$ cat config.mk
export PLATFORM = sky130hd
export DESIGN_NAME = pixel_writer_flat
export DESIGN_NICKNAME = d
export VERILOG_FILES = /design/src/rtl/pixel_pkg.sv /design/src/rtl/pixel_writer_if.sv /design/src/rtl/pixel_packer.sv /design/src/rtl/pixel_writer.sv /design/src/flat_wrapper.sv
export SDC_FILE = /design/constraint.sdc
export NUM_CORES = 1
export LEC_CHECK = 0
export ABC_CLOCK_PERIOD_IN_PS = 2900
export BUFFER_PORTS_ARGS = -buffer_cell sky130_fd_sc_hd__buf_2
export CELL_PAD_IN_SITES_DETAIL_PLACEMENT = 0
export CELL_PAD_IN_SITES_GLOBAL_PLACEMENT = 1
export CORE_MARGIN = 5
export CORE_UTILIZATION = 39
export DETAILED_ROUTE_END_ITERATION = 7
export PLACE_DENSITY = 0.87
export SETUP_SLACK_MARGIN = 0.3
export SKIP_CTS_REPAIR_TIMING = 1
export SLEW_MARGIN = 25
export SYNTH_ARGS = -nofsm -noshare
export SYNTH_HDL_FRONTEND = slang
export SYNTH_SLANG_ARGS = --single-unit
$ cat constraint.sdc
create_clock -name SYS_CLK -period 2.9 [get_ports SYS_CLK]
set_input_delay 0.29 -clock SYS_CLK [delete_from_list [all_inputs] [get_ports SYS_CLK]]
set_output_delay 0.29 -clock SYS_CLK [all_outputs]
set_load 0.005 [all_outputs]
$ cat src/rtl/pixel_pkg.sv
// rtl/pixel_pkg.sv - shared pixel buffer types, widths and pack/parity helper
package pixel_pkg;

    typedef enum logic [1:0] {
        IDLE  = 2'd0,
        SYNC  = 2'd1,
        WRITE = 2'd2
    } pix_state_t;

    localparam int PIX_WORD_W = 32;
    localparam int PIX_PAR_W  = 4;

    typedef struct packed {
        logic [PIX_WORD_W-1:0] word;
        logic [PIX_PAR_W-1:0]  par;
    } pix_packed_t;

    // Even parity per byte; the top byte is always zero so par[3] is always 0.
    function automatic pix_packed_t pack_pixel(input logic [7:0] red,
                                               input logic [7:0] green,
                                               input logic [7:0] blue);
        pix_packed_t p;
        p.word = {8'h00, red, green, blue};
        for (int i = 0; i < PIX_PAR_W; i++) begin
            p.par[i] = ^p.word[8*i +: 8];
        end
        return p;
    endfunction

endpackage

$ cat src/rtl/pixel_writer_if.sv
// rtl/pixel_writer_if.sv - valid/ready RGB pixel stream with first-of-frame marker
interface pixel_writer_if #(
    parameter int DATA_WIDTH = 8
);
    logic                  pix_valid;
    logic                  pix_ready;
    logic                  pix_sof;
    logic [DATA_WIDTH-1:0] red_data;
    logic [DATA_WIDTH-1:0] green_data;
    logic [DATA_WIDTH-1:0] blue_data;

    modport master (
        output pix_valid, pix_sof, red_data, green_data, blue_data,
        input  pix_ready
    );

    modport slave (
        input  pix_valid, pix_sof, red_data, green_data, blue_data,
        output pix_ready
    );
endinterface

$ cat src/rtl/pixel_packer.sv
// rtl/pixel_packer.sv - registered RGB to {word, parity} packing stage with enable
module pixel_packer
    import pixel_pkg::*;
#(
    parameter int DATA_WIDTH = 8
) (
    input  logic                  clk,
    input  logic                  rst_n,
    input  logic                  en,
    input  logic [DATA_WIDTH-1:0] red,
    input  logic [DATA_WIDTH-1:0] green,
    input  logic [DATA_WIDTH-1:0] blue,
    output logic [PIX_WORD_W-1:0] word,
    output logic [PIX_PAR_W-1:0]  par
);

    pix_packed_t packed_c;

    assign packed_c = pack_pixel(red, green, blue);

    always_ff @(posedge clk) begin
        if (!rst_n) begin
            word <= '0;
            par  <= '0;
        end else if (en) begin
            word <= packed_c.word;
            par  <= packed_c.par;
        end
    end

endmodule

$ cat src/rtl/pixel_writer.sv
// rtl/pixel_writer.sv - loads one frame of packed pixels into a 512x36 block RAM
module pixel_writer
    import pixel_pkg::*;
#(
    parameter int DATA_WIDTH  = 8,
    parameter int ADDR_WIDTH  = 9,
    parameter int FRAME_WORDS = 512
) (
    input  logic                  SYS_CLK,
    input  logic                  SYS_RST_N,
    input  logic                  start,
    pixel_writer_if.slave         pix,
    output logic [ADDR_WIDTH-1:0] ram_addr,
    output logic [PIX_WORD_W-1:0] ram_di,
    output logic [PIX_PAR_W-1:0]  ram_dip,
    output logic                  ram_en,
    output logic                  ram_we,
    output logic                  busy,
    output logic                  done,
    output logic                  frame_err
);

    localparam logic [ADDR_WIDTH-1:0] LAST_ADDR = ADDR_WIDTH'(FRAME_WORDS - 1);

    pix_state_t            state, state_nxt;
    logic [ADDR_WIDTH-1:0] count, count_nxt;
    logic [ADDR_WIDTH-1:0] wr_addr;
    logic                  wr, wr_done, wr_err;
    logic                  ready_q;
    logic                  accept;

    assign accept        = pix.pix_valid && ready_q;
    assign pix.pix_ready = ready_q;
    assign ram_en        = ram_we;

    always_comb begin
        state_nxt = state;
        count_nxt = count;
        wr        = 1'b0;
        wr_addr   = count;
        wr_done   = 1'b0;
        wr_err    = 1'b0;
        case (state)
            IDLE: begin
                if (start) begin
                    state_nxt = SYNC;
                    count_nxt = '0;
                end
            end
            SYNC: begin
                // Pixels before the first SOF belong to a partial frame and are dropped.
                if (accept && pix.pix_sof) begin
                    wr      = 1'b1;
                    wr_addr = '0;
                    if (LAST_ADDR == '0) begin
                        wr_done   = 1'b1;
                        state_nxt = IDLE;
                        count_nxt = '0;
                    end else begin
                        state_nxt = WRITE;
                        count_nxt = ADDR_WIDTH'(1);
                    end
                end
            end
            WRITE: begin
                if (accept) begin
                    wr = 1'b1;
                    if (pix.pix_sof && count != '0) begin
                        wr_err    = 1'b1;
                        wr_addr   = '0;
                        count_nxt = ADDR_WIDTH'(1);
                    end else if (count == LAST_ADDR) begin
                        wr_done   = 1'b1;
                        state_nxt = IDLE;
                        count_nxt = '0;
                    end else begin
                        count_nxt = count + 1'b1;
                    end
                end
            end
            default: begin
                state_nxt = IDLE;
                count_nxt = '0;
            end
        endcase
    end

    always_ff @(posedge SYS_CLK) begin
        if (!SYS_RST_N) begin
            state     <= IDLE;
            count     <= '0;
            ready_q   <= 1'b0;
            busy      <= 1'b0;
            ram_we    <= 1'b0;
            ram_addr  <= '0;
            done      <= 1'b0;
            frame_err <= 1'b0;
        end else begin
            state     <= state_nxt;
            count     <= count_nxt;
            ready_q   <= (state_nxt != IDLE);
            busy      <= (state_nxt != IDLE);
            ram_we    <= wr;
            done      <= wr_done;
            frame_err <= wr_err;
            if (wr) begin
                ram_addr <= wr_addr;
            end
        end
    end

    pixel_packer #(
        .DATA_WIDTH(DATA_WIDTH)
    ) u_packer (
        .clk   (SYS_CLK),
        .rst_n (SYS_RST_N),
        .en    (wr),
        .red   (pix.red_data),
        .green (pix.green_data),
        .blue  (pix.blue_data),
        .word  (ram_di),
        .par   (ram_dip)
    );

endmodule
$ cat src/flat_wrapper.sv
// flat-port wrapper written by rule: the top's interface ports become plain ports
module pixel_writer_flat import pixel_pkg::*;
#(
    parameter int DATA_WIDTH  = 8,
    parameter int ADDR_WIDTH  = 9,
    parameter int FRAME_WORDS = 512
)
  (SYS_CLK, SYS_RST_N, start, ram_addr, ram_di, ram_dip, ram_en, ram_we, busy, done, frame_err, pix_pix_valid, pix_pix_sof, pix_red_data, pix_green_data, pix_blue_data, pix_pix_ready);
  pixel_writer_if #(.DATA_WIDTH(DATA_WIDTH)) pix_i ();
  input  logic SYS_CLK;
  input  logic SYS_RST_N;
  input  logic start;
  output logic [ADDR_WIDTH-1:0] ram_addr;
  output logic [PIX_WORD_W-1:0] ram_di;
  output logic [PIX_PAR_W-1:0] ram_dip;
  output logic ram_en;
  output logic ram_we;
  output logic busy;
  output logic done;
  output logic frame_err;
  input wire logic [$bits(pix_i.pix_valid)-1:0] pix_pix_valid;
  input wire logic [$bits(pix_i.pix_sof)-1:0] pix_pix_sof;
  input wire logic [$bits(pix_i.red_data)-1:0] pix_red_data;
  input wire logic [$bits(pix_i.green_data)-1:0] pix_green_data;
  input wire logic [$bits(pix_i.blue_data)-1:0] pix_blue_data;
  output wire logic [$bits(pix_i.pix_ready)-1:0] pix_pix_ready;
  assign pix_i.pix_valid = pix_pix_valid;
  assign pix_i.pix_sof = pix_pix_sof;
  assign pix_i.red_data = pix_red_data;
  assign pix_i.green_data = pix_green_data;
  assign pix_i.blue_data = pix_blue_data;
  assign pix_pix_ready = pix_i.pix_ready;
  pixel_writer #(.DATA_WIDTH(DATA_WIDTH), .ADDR_WIDTH(ADDR_WIDTH), .FRAME_WORDS(FRAME_WORDS)) u_core (.SYS_CLK(SYS_CLK), .SYS_RST_N(SYS_RST_N), .start(start), .pix(pix_i), .ram_addr(ram_addr), .ram_di(ram_di), .ram_dip(ram_dip), .ram_en(ram_en), .ram_we(ram_we), .busy(busy), .done(done), .frame_err(frame_err));
endmodule
# After elaboration in Yosys (flattened, before gate mapping)
# Index checks and enable logic that the tools add are counted.
# Widths: inputs -> output; s select.
# classes
mux,21
eq_ne,6
add_sub_neg,1
reduce_logical,12
bitwise,3
# op_table
op,n
$mux 9,8
$pmux 9 s3,1
$reduce_xor 8->1,3
$pmux 9 s2,1
$mux 2,5
$add 9x1->9 const B,1
$eq 9x9->1 const B,1
$reduce_bool 9->1,1
$pmux 2 s3,1
$reduce_and 3->1,2
$mux 1,4
$ne 2x1->1 const B,2
$reduce_or 4->1,1
$logic_and 1x1->1,3
$not 1->1,3
$eq 2x1->1 const B,1
$eq 2x2->1 const B,1
$logic_not 2->1,1
$ne 2x2->1 const B,1
$pmux 1 s2,1
$reduce_bool 2->1,1
# word_totals
in_bits,29
register_bits,51
out_inout_bits,51

# Depth between registers and ports, before layout
# depth
ltp_word,6
mapped_depth,10

# Cells and area by module
# Synthesis repeated with hierarchy kept, for this count alone.
# unflattened
cells_unflattened,257
area_unflattened_um2,2517.4
# modules_own_cells
mod,seq_area_each_um2,cells_per_inst,area_each_um2,n_inst
pixel_writer,480.5,140,1278.7,1
pixel_packer,540.5,117,1238.7,1

# Worst setup path before layout
# No wires, ideal clock.
# synth_timing
path_kind,register to register
startpoint,register u_core.count[0]
endpoint,register u_core.count[3]
arrival_time_ns,1.898
period_less_slack_ns,2.012
stages_incl_launch_ff,10
path_slack_ns,0.888
setup_ns,0.114
required_ns,2.786
n_path_buf,0
cell_sequence,dfxtp_1 ha_1 nand3_1 or2_2 nor2_1 ha_1 nand4b_1 nor2_1 a22o_1 a21o_1
# synth_between
elab_chain_len,5
elab_cells_between_ends,8
cone_classes,add/sub: 1; eq/ne: 1; mux: 4; reduce/logical: 2
# synth_lines
item,line,text
start: declaration,pixel_writer.sv:26,"logic [ADDR_WIDTH-1:0] count, count_nxt;"
start signal: assignment,pixel_writer.sv:100,count <= count_nxt;
"$add 9x1->9, or another cell as far along",pixel_writer.sv:77,count_nxt = count + 1'b1;
$mux 9 or $logic_and 1x1->1 (tied branches),"pixel_writer.sv:72, pixel_writer.sv:68",
$mux 9 *,pixel_writer.sv:68,if (pix.pix_sof && count != '0) begin
$mux 9 *,pixel_writer.sv:66,if (accept) begin
$pmux 9 s3 *,pixel_writer.sv:43,case (state)
# Mark *: on every way between the ends. The rest lies on a longest branch, timed or not. The select of a mux whose other input is x is not followed.
# A chain may end at the register's enable or synchronous reset.

# Final worst setup path
# Same ends and word-level chain as after synthesis.

==> impl_metrics.toml <==
[synthesis]
ys_top_cells_by_area = "dfxtp_1 43%, nand2_1 9.1%, xnor2_1 7.7%"
synth_edf_count = 0
yosys_warnings = 0
synth_top_area_share_pct = 42.8
synthArstFlopShare_pct = 0
synth-seq-cells = 51
synth_top_family_by_area = "simple AND/OR/NAND/NOR gates"
syn_avg_cell_area_sq_um = 8.41
synth_simple_gate_area_share_pct = 20.8
synth_flop_cell = "dfxtp_1"
seq_area_frac_synth_pct = 42.8
synthXorXnorAreaFrac_pct = 7.70
synth-compound-area-share_pct = 17.9
netlist-cell-type-count = 39
synth_fa_ha_area_share_pct = 3.67
syn_area_sq_um = 2390
synth_mux_area_share_pct = 0.419
yosysTopAreaCell = "dfxtp_1"
netlist_instances = 284

[sta]
fin_setup_tns_ps = 0
final-hold-violation-count = 0
hold_slack_ps = 234
finClkSkew_ps = 7.60
setup_viol = 0
fin_crit_sh_pct = 83.6
max_freq_ghz = 0.412
rsz0062_at_grt = "false"
period_minus_slack_ps = 2430
worst_pin_slew_ps = 682
relSlewSlack_pct = 54.4
drv_slew = 0

[clock_tree]
cts_num_sinks = 51
clock-root-buffer = "clkbuf_8"
cts.htree.levels = 2
tritoncts = "done"
clk_pin_slew_ps = 90
clk_path_buf_depth = 2
clkLatencyLatePin_ps = 300
cts-buffers-inserted = 5

[setup_path]
required_ps = 3110
critPathCaptureType = "register"
worstSetupPathType = "reg -> reg"
critPathMaxFanout = 6
max_stage_delay_ps = 460
critical_path.cell_chain = "ha_1, nand3_1, or2_2, nor2_1, ha_1, nand4b_1, nor3_1, nand3b_1, nor3_1, a21o_1"
cp_data_arrival_time_ps = 2630
startpoint_type = "register"
crit_slowest_cell = "dfxtp_1"

[floorplanning]
initial_core_util_pct = 40.3
coreArea_sq_um = 5920
die_w_microns = 88.2
fp-row-count = 28
num_io_pins = 80
die_area_sq_um = 7790
die_h_microns = 88.2

[final_layout]
n_fill_cell = 610
syn_to_final_growth_pct = 19.2
nNetsFinal = 384
multiInputGateArea_sq_um = 1240
final_common_cell = "buf_2"
final_cell_mix = "70 x buf_2, 58 x nand2_1, 51 x dfxtp_1, 34 x a21oi_1, 21 x xnor2_1"
drive_gt1_share_pct = 25.6
fin_cells = 423
ff_latch_area_sq_um = 1020
finalInstanceArea_sq_um = 2850
antenna_cells = 0

[global_routing]
track_usage_pct = 15.5
grt_max_degree = 38
first_global_vias = 2062
overflow = 0
grt_antenna_before_repair = 0
grt_pass1_wl_mm = 9.51

[worst_hold_path]
hold_path_class = "in -> reg"

[route]
via_per_inst = 4.99
drtIter0Drc = 114
post-route-drc-count = 0
drt_first_pass_iters = 4
routedWlPerCell_microns = 13.6
wirelength_mm = 5.77
ant_nets = 0
vias = 2111

[power]
p_total_mw = 1.29
p_int_mw = 0.969
p_per_area_nw_per_um2 = 452
p_seq_share_pct = 55.3
p_leak_nw = 1.23
p_sw_share_pct = 24.6
max-vdd-ir-drop_uv = 197
clkPwrFrac_pct = 32.1
p_sw_mw = 0.316
power_frac_comb_pct = 12.6

[run]
max_cap_violations = 0

[place]
place.gp.congestion = 0.841
dpl.hpwl_mm = 4.22
portBuffers = 70
dp_cells = 416
placed_area_sq_um = 2760

[status]
status = "complete, no violations"
-- Yosys cell counts (all sizes together), types with 2 or more instances --
cell type,count
a21o,7
dfxtp,51
inv,5
or2,2
nand2,58
nor2,16
clkbuf,11
nand3,7
nor2b,3
nand3b,2
buf,14
a22oi,8
ha,7
xnor2,21
nor3,9
a21oi,34
o21ai,6
a22o,5
-- through the flow --
stage	utilization, %	setup WS [ps]
5_1_grt	48.1	304
4_1_cts	48.1	484
6_report	48.1	475
2_1_floorplan	-	888
3_5_place_dp	46.6	497
3_3_place_gp	46.6	528
-- registers in the layout, summed over array words and instances (netlist names) --
register	cells
u_core.count	9
u_core.ram_en	1
u_core.done	1
u_core.ram_addr	9
u_core.frame_err	1
u_core.u_packer.word	24
u_core.state	2
u_core.u_packer.par	3
u_core.busy	1
-- cells by family after synthesis --
kind of cell	after synthesis
muxes	1
other	1
DFF	51
adders and majority gates	7
xor gates and xnor gates	21
AOI/OAI and AO/OA	68
buffers and inverters	30
and+or+nand+nor	105
-- final cells by class --
class	count	share of cell area, %
sequential	51	35.9
clock inverter	1	0.176
clock buffer	6	2.90
timing repair buffer	74	13.4
inverter	5	0.659
multi-input combinational	211	43.7
tap	75	3.30
-- final timing paths --
check / end / slack, ps / cells past startpoint / startpoint
worst max-delay path: u_core.count[3]$_SDFFE_PN0P_ / 470 / 10 / u_core.count[0]$_SDFFE_PN0P_
worst min-delay path: u_core.u_packer.word[17]$_SDFFE_PN0P_ / 230 / 3 / pix_red_data[1]
worst max register to register: u_core.count[3]$_SDFFE_PN0P_ / 470 / 10 / u_core.count[0]$_SDFFE_PN0P_
worst min register to register: u_core.u_packer.word[21]$_SDFFE_PN0P_ / 450 / 2 / u_core.u_packer.word[21]$_SDFFE_PN0P_
-- power groups by stage --
stage	clock network (mW)	registers [mW]	logic, mW
6_report	0.412	0.711	0.162
5_1_grt	0.454	0.712	0.180
4_1_cts	0.428	0.711	0.164
3_5_place_dp	0	0.728	0.163
3_3_place_gp	0	0.727	0.162
2_1_floorplan	0	0.727	0.121
-- critical path: cells and delay by family (launching register included) --
family          cells  cell delay [ps]
compound gates      1              160
flops               1              460
simple gates        7             1180
fa+ha+maj           2              520
-- layer usage --
layer / track usage [%] / wire length, microns
met1: 19.1 / 2480
met2: 25.6 / 2780
met3: 5.49 / 425
met4: 4.67 / 81
met5: 0 / 0
No activity file was read; power rests on OpenSTA's default activity.
